==> src/rtl/galaga_rom_loader_if.sv <==
`default_nettype none
// ============================================================================
// galaga_rom_loader_if : HPS download bus in, per-region ROM write bus out
// Revision 1.0
// ============================================================================
interface galaga_rom_loader_if;
  logic        dn_download;
  logic        dn_wr;
  logic [16:0] dn_addr;
  logic [7:0]  dn_data;
  logic [15:0] rom_addr;
  logic [7:0]  rom_data;
  logic [5:0]  rom_we;
  logic        core_reset;
  logic        load_done;
  logic        load_error;
  logic [16:0] byte_count;

  modport master (
    output dn_download, dn_wr, dn_addr, dn_data,
    input  rom_addr, rom_data, rom_we, core_reset, load_done, load_error, byte_count
  );

  modport slave (
    input  dn_download, dn_wr, dn_addr, dn_data,
    output rom_addr, rom_data, rom_we, core_reset, load_done, load_error, byte_count
  );
endinterface
`default_nettype wire

==> src/rtl/galaga_rom_loader.sv <==
`default_nettype none
// ============================================================================
// galaga_rom_loader : routes the HPS ROM image into six regions, gates core reset
// Revision 1.0
// ============================================================================
module galaga_rom_loader #(
  parameter logic [16:0] END0        = 17'h04000,
  parameter logic [16:0] END1        = 17'h05000,
  parameter logic [16:0] END2        = 17'h06000,
  parameter logic [16:0] END3        = 17'h07000,
  parameter logic [16:0] END4        = 17'h09000,
  parameter logic [16:0] TOTAL_LEN   = 17'h09400,
  parameter int          HOLD_CYCLES = 16
) (
  input logic                 clk_sys,
  input logic                 reset,
  galaga_rom_loader_if.slave  bus
);

  localparam int HW = (HOLD_CYCLES > 1) ? $clog2(HOLD_CYCLES) : 1;
  localparam logic [HW-1:0]  C_HOLD_LAST = HW'(HOLD_CYCLES - 1);
  localparam logic [16:0]    C_COUNT_MAX = 17'h1FFFF;

  typedef enum logic [2:0] {
    S_IDLE  = 3'd0,
    S_LOAD  = 3'd1,
    S_HOLD  = 3'd2,
    S_RUN   = 3'd3,
    S_ERROR = 3'd4
  } state_t;

  state_t        r_state, w_state_next;
  logic          r_dl_q;
  logic          r_ovf, w_ovf_next;
  logic [HW-1:0] r_hold, w_hold_next;
  logic [16:0]   r_count, w_count_next;
  logic [5:0]    r_rom_we;
  logic [15:0]   r_rom_addr;
  logic [7:0]    r_rom_data;
  logic          r_core_reset, r_load_done, r_load_error;

  logic          w_rise, w_fall, w_in_range, w_accept, w_drop;
  logic [5:0]    w_sel;
  logic [15:0]   w_base;
  logic [16:0]   w_count_inc;

  assign w_rise     = bus.dn_download & ~r_dl_q;
  assign w_fall     = ~bus.dn_download & r_dl_q;
  assign w_in_range = bus.dn_addr < TOTAL_LEN;
  assign w_accept   = (r_state == S_LOAD) & bus.dn_wr & w_in_range;
  assign w_drop     = (r_state == S_LOAD) & bus.dn_wr & ~w_in_range;
  assign w_count_inc = (w_accept && r_count != C_COUNT_MAX) ? r_count + 17'd1 : r_count;

  // Every region is below 64 KiB, so the 16-bit difference is exact.
  always_comb begin
    w_sel  = '0;
    w_base = '0;
    if (bus.dn_addr < END0) begin
      w_sel[0] = 1'b1;
    end else if (bus.dn_addr < END1) begin
      w_sel[1] = 1'b1;
      w_base   = END0[15:0];
    end else if (bus.dn_addr < END2) begin
      w_sel[2] = 1'b1;
      w_base   = END1[15:0];
    end else if (bus.dn_addr < END3) begin
      w_sel[3] = 1'b1;
      w_base   = END2[15:0];
    end else if (bus.dn_addr < END4) begin
      w_sel[4] = 1'b1;
      w_base   = END3[15:0];
    end else if (w_in_range) begin
      w_sel[5] = 1'b1;
      w_base   = END4[15:0];
    end
  end

  always_comb begin
    w_state_next = r_state;
    w_hold_next  = r_hold;
    w_count_next = r_count;
    w_ovf_next   = r_ovf;
    case (r_state)
      S_LOAD: begin
        // A write coinciding with the download fall still counts toward the image.
        w_count_next = w_count_inc;
        w_ovf_next   = r_ovf | w_drop;
        if (w_fall) begin
          w_hold_next  = '0;
          w_state_next = (w_count_inc == TOTAL_LEN && !w_ovf_next) ? S_HOLD : S_ERROR;
        end
      end
      S_HOLD: begin
        if (r_hold == C_HOLD_LAST) w_state_next = S_RUN;
        else                       w_hold_next  = r_hold + 1'b1;
      end
      default: begin
        if (w_rise) begin
          w_state_next = S_LOAD;
          w_count_next = '0;
          w_ovf_next   = 1'b0;
          w_hold_next  = '0;
        end
      end
    endcase
  end

  // The download delay register keeps sampling through reset so a download
  // still high when reset releases is not mistaken for a new one.
  always_ff @(posedge clk_sys) r_dl_q <= bus.dn_download;

  always_ff @(posedge clk_sys) begin
    if (reset) begin
      r_state      <= S_IDLE;
      r_hold       <= '0;
      r_count      <= '0;
      r_ovf        <= 1'b0;
      r_rom_we     <= '0;
      r_rom_addr   <= '0;
      r_rom_data   <= '0;
      r_core_reset <= 1'b1;
      r_load_done  <= 1'b0;
      r_load_error <= 1'b0;
    end else begin
      r_state      <= w_state_next;
      r_hold       <= w_hold_next;
      r_count      <= w_count_next;
      r_ovf        <= w_ovf_next;
      r_rom_we     <= w_accept ? w_sel : 6'b0;
      if (w_accept) begin
        r_rom_addr <= bus.dn_addr[15:0] - w_base;
        r_rom_data <= bus.dn_data;
      end
      r_core_reset <= (w_state_next != S_RUN);
      r_load_done  <= (w_state_next == S_RUN);
      r_load_error <= (w_state_next == S_ERROR);
    end
  end

  assign bus.rom_we     = r_rom_we;
  assign bus.rom_addr   = r_rom_addr;
  assign bus.rom_data   = r_rom_data;
  assign bus.core_reset = r_core_reset;
  assign bus.load_done  = r_load_done;
  assign bus.load_error = r_load_error;
  assign bus.byte_count = r_count;

endmodule
`default_nettype wire

==> src/flat_wrapper.sv <==
// flat-port wrapper written by rule: the top's interface ports become plain ports
module galaga_rom_loader_flat 
#(
  parameter logic [16:0] END0        = 17'h04000,
  parameter logic [16:0] END1        = 17'h05000,
  parameter logic [16:0] END2        = 17'h06000,
  parameter logic [16:0] END3        = 17'h07000,
  parameter logic [16:0] END4        = 17'h09000,
  parameter logic [16:0] TOTAL_LEN   = 17'h09400,
  parameter int          HOLD_CYCLES = 16
)
  (clk_sys, reset, bus_dn_download, bus_dn_wr, bus_dn_addr, bus_dn_data, bus_rom_addr, bus_rom_data, bus_rom_we, bus_core_reset, bus_load_done, bus_load_error, bus_byte_count);
  galaga_rom_loader_if bus_i ();
  input logic clk_sys;
  input logic reset;
  input wire logic [$bits(bus_i.dn_download)-1:0] bus_dn_download;
  input wire logic [$bits(bus_i.dn_wr)-1:0] bus_dn_wr;
  input wire logic [$bits(bus_i.dn_addr)-1:0] bus_dn_addr;
  input wire logic [$bits(bus_i.dn_data)-1:0] bus_dn_data;
  output wire logic [$bits(bus_i.rom_addr)-1:0] bus_rom_addr;
  output wire logic [$bits(bus_i.rom_data)-1:0] bus_rom_data;
  output wire logic [$bits(bus_i.rom_we)-1:0] bus_rom_we;
  output wire logic [$bits(bus_i.core_reset)-1:0] bus_core_reset;
  output wire logic [$bits(bus_i.load_done)-1:0] bus_load_done;
  output wire logic [$bits(bus_i.load_error)-1:0] bus_load_error;
  output wire logic [$bits(bus_i.byte_count)-1:0] bus_byte_count;
  assign bus_i.dn_download = bus_dn_download;
  assign bus_i.dn_wr = bus_dn_wr;
  assign bus_i.dn_addr = bus_dn_addr;
  assign bus_i.dn_data = bus_dn_data;
  assign bus_rom_addr = bus_i.rom_addr;
  assign bus_rom_data = bus_i.rom_data;
  assign bus_rom_we = bus_i.rom_we;
  assign bus_core_reset = bus_i.core_reset;
  assign bus_load_done = bus_i.load_done;
  assign bus_load_error = bus_i.load_error;
  assign bus_byte_count = bus_i.byte_count;
  galaga_rom_loader #(.END0(END0), .END1(END1), .END2(END2), .END3(END3), .END4(END4), .TOTAL_LEN(TOTAL_LEN), .HOLD_CYCLES(HOLD_CYCLES)) u_core (.clk_sys(clk_sys), .reset(reset), .bus(bus_i));
endmodule
==> config.mk <==
export PLATFORM = sky130hd
export DESIGN_NAME = galaga_rom_loader_flat
export DESIGN_NICKNAME = d
export VERILOG_FILES = /design/src/rtl/galaga_rom_loader_if.sv /design/src/rtl/galaga_rom_loader.sv /design/src/flat_wrapper.sv
export SDC_FILE = /design/constraint.sdc
export NUM_CORES = 1
export LEC_CHECK = 0
export ABC_CLOCK_PERIOD_IN_PS = 4100
export CORE_MARGIN = 5
export CORE_UTILIZATION = 49
export DETAILED_ROUTE_END_ITERATION = 8
export HOLD_SLACK_MARGIN = 0.02
export PLACE_DENSITY = 0.8
export SLEW_MARGIN = 0
export SYNTH_ARGS = -nofsm -noshare
export SYNTH_HDL_FRONTEND = slang
export SYNTH_SLANG_ARGS = --single-unit
==> constraint.sdc <==
create_clock -name clk_sys -period 4.1 [get_ports clk_sys]
set_input_delay 0.82 -clock clk_sys [delete_from_list [all_inputs] [get_ports clk_sys]]
set_output_delay 0.82 -clock clk_sys [all_outputs]
set_load 0.1 [all_outputs]
==> impl_results.md <==
- Synth top area share: 38.6%
- Core ar.: 5990 µm²
- Seq/Total Area, Yosys: 38.6%
- Htree depth: 3
- Die area: 7920 µm²
- Crit path to: u_core.bus.load_done
- Sequential share of power: 48.4%
- Relative slew slack: 33.4%
- Die height: 89.0 µm
- Hold Buf Count CTS: 0
- Tot GR Track Use: 21.9%
- Clock period minus worst slack: 3.65 ns
- Main flop type after synthesis: dfxtp_1
- Worst-Skew Late Latency: 0.35 ns
- Setup violators final: 0
- # fillers: 496
- Leak Pwr: 1.41 nW
- Antenna fix cells: 0
- Share of synthesized flip-flops with an asynchronous set or reset: 0%
- R2r endpoint: u_core.bus.load_done
- Cell variety after synth: 58
- MaxCap Viol Count: 0
- Cell count of the worst reg-to-reg path: 13
- Die width: 89.0 µm
- Clk slew on worst S/H paths: 0.07 ns
- Yosys Warn Count: 0
- Post-synth EDFFs: 0
- Highest clock rate: 274 MHz
- Initial core utilization: 51.1%
- CP max FO: 11
- Fin crit share: 89.1%
- Crit Path Class: primary input to flop
- Cell Int Power: 874 µW
- Worst VDD drop: 279 µV
- Nets@finish: 486
- Skew final: 0.00886 ns
- Row count: 28
- Reg2reg start: u_core.bus.byte_count[0]
- Vias: 3050
- WL/cell: 15.7 µm
- Sw Ratio: 27.6%
- Layout area overhead: 32.2%
- HPWL Detailed: 5950 µm
- CTS tree: yes
- Initial antenna violation count: 0
- Synth Register Bits: 59
- Synth top cells by count: 60 x nand2_1, 59 x dfxtp_1, 44 x a21oi_1, 38 x nor2_1, 17 x clkbuf_1
- Startpoint Class: primary input
- CP arrival: 3.94 ns
- Biggest area consumer among synthesized cells: dfxtp_1
- I/O pin count: 79
- PwrDens: 298 nW/µm²
- Combinational share of power: 12.8%
- Clock Power Share: 38.8%
- Top cells by area, synth: dfxtp_1 39%, nand2_1 7.4%, a21oi_1 7.2%
- Avg Cell Area, Syn: 8.07 µm²
- Post-Syn Instances: 379
- RSZ-0062 raised after global routing: false
- Mapped cell area: 3060 µm²
- CTS Buf Count: 9
- Quantity of gates resized following cts: 0
- Status: finished clean
- Overflow after GRT: 0
- RePlAce Congestion: 0.918
- Post-Syn Nets: 415
- Number of DRC markers in iteration 0: 199
- Register area: 1180 µm²
- Via count of the first global-routing pass: 2764
- First-pass GRT wire length: 13400 µm
- Hold Vio Cnt, Final: 0
- Routed Antenna Nets: 0
- Worst-margin pin slew: 0.995 ns
- Clk sinks: 59
- Share of cells above drive strength 1: 8.57%
- Vias per cell: 5.75
- Routed Wire Length: 8330 µm
- Max Buffers Root-to-Sink: 2
- Count leader, synth: nand2_1
- CP startpoint: bus_dn_addr[14]
- Crit path required time: 4.39 ns
- Worst reg-to-reg setup slack: 0.53 ns
- Worst hold path type: flop to flop
- CP endpoint kind: flop
- Final Max Slew Viols: 0
- Net Switching: 333 µW
- Setup TNS: 0 ns
- Design Power: 1.21 mW
- Port bufs: 78
- Total setup buffers inserted after CTS: 0
- DR DRC count: 0
- Largest net degree at the start of global routing: 45
- Multi-input gate area in the final layout: 1730 µm²
- CTS root buffer: clkbuf_8
- First-pass DRT Iterations: 5
-- critical path: stages --
cell and delay [ns]:
clkdlybuf4s50_1 0.58, o31a_4 0.42, a2bb2oi_4 0.20, nor4_1 0.50, mux2_2 0.39, a211oi_1 0.23, nand4_1 0.20, a221oi_2 0.39
and3_1 0.21
-- state kept, by name, summed over array words and instances (netlist names) --
signal	flops
u_core.r_state	3
u_core.r_dl_q	1
u_core.bus.byte_count	17
u_core.r_ovf	1
u_core.bus.rom_addr	16
u_core.bus.load_error	1
u_core.r_hold	4
u_core.bus.rom_we	6
u_core.bus.core_reset	1
u_core.bus.load_done	1
u_core.bus.rom_data	8
-- final cells by class --
type	count	area share, %
inverter	8	0.743
multi-input combinational	286	42.7
tap	75	2.32
clock buffer	12	3.59
timing repair buffer	86	20.8
sequential	59	29.2
clock inverter	4	0.650
-- metrics by stage --
| stage | hold WS, ns | cells | area, µm² | util, % | setup slack, ns |
|---|---|---|---|---|---|
| floorplan | 0.454 | 379 | 3060 | - | 0.333 |
| global placement | 0.439 | 514 | 3870 | 64.6 | 0.308 |
| detailed placement | 0.446 | 514 | 3870 | 64.6 | 0.189 |
| CTS | 0.455 | 530 | 4040 | 67.5 | 0.469 |
| global route | 0.476 | 530 | 4040 | 67.5 | 0.271 |
| finish | 0.453 | 530 | 4040 | 67.5 | 0.448 |
-- logic make-up (layout without fill, tap and decap cells) --
group | after synthesis | in the layout | share of synthesized area, %
mux | 2 | 2 | 0.695
buf+inv | 34 | 110 | 4.95
simple gates | 170 | 170 | 28.6
xor+xnor | 13 | 13 | 3.72
compound gates | 94 | 94 | 20.3
flops | 59 | 59 | 38.6
fa+ha+maj | 7 | 7 | 3.11
-- routing by layer --
layer | vias up | GRT usage, % | share of wire (%)
met5 | - | 0 | 0
met4 | 0 | 10.7 | 2.2
met3 | 20 | 6.18 | 8.9
met2 | 119 | 33.3 | 47
met1 | 1423 | 28.7 | 42
li1 | 1488 | - | -
-- power groups by stage --
stage	registers [mW]	clock network [mW]	logic, mW
after detailed placement	0.597	0	0.153
after global routing	0.584	0.510	0.167
after global placement	0.597	0	0.151
after floorplan	0.622	0	0.0742
after CTS	0.584	0.479	0.154
final	0.584	0.468	0.154
-- cells in the final DEF (no fill, tap or decap), types with 2 or more instances in the layout --
master	Yosys	final
dfxtp_1	59	59
xor2_1	8	8
nand2b_1	6	6
a31oi_1	5	5
nor3_1	8	8
nand3_1	13	13
nor3_4	2	2
a21o_1	2	2
or3b_2	2	2
clkbuf_8	0	10
inv_1	8	8
nor2_1	38	38
and2_1	3	3
a22oi_1	4	4
o21ai_1	3	3
nand3b_1	3	3
nor4_1	8	8
o221a_2	2	2
clkbuf_1	17	2
clkdlybuf4s50_1	0	78
buf_4	0	8
nor4b_1	3	3
xnor2_1	5	5
nand4_1	8	8
o31ai_1	2	2
clkinv_2	0	2
o21ai_0	8	8
a211oi_1	9	9
nor4_2	3	3
a21oi_1	44	44
ha_1	6	6
and3_1	4	4
nand2_1	60	60
nor2b_1	2	2
-- how the worst min path moves through the flow --
stage	slack, ns	cells after the start	endpoint	from
after global placement	0.44	2	u_core.bus.rom_addr[14]	u_core.bus.rom_addr[14]
after floorplan	0.45	2	u_core.r_ovf	u_core.r_ovf
final	0.45	2	u_core.bus.rom_addr[11]	u_core.bus.rom_addr[11]
after global routing	0.48	2	u_core.bus.rom_data[5]	u_core.bus.rom_data[5]
after CTS	0.45	2	u_core.bus.rom_addr[7]	u_core.bus.rom_addr[7]
after detailed placement	0.45	2	u_core.bus.rom_data[5]	u_core.bus.rom_data[5]
(Power assumes the default switching activity.)
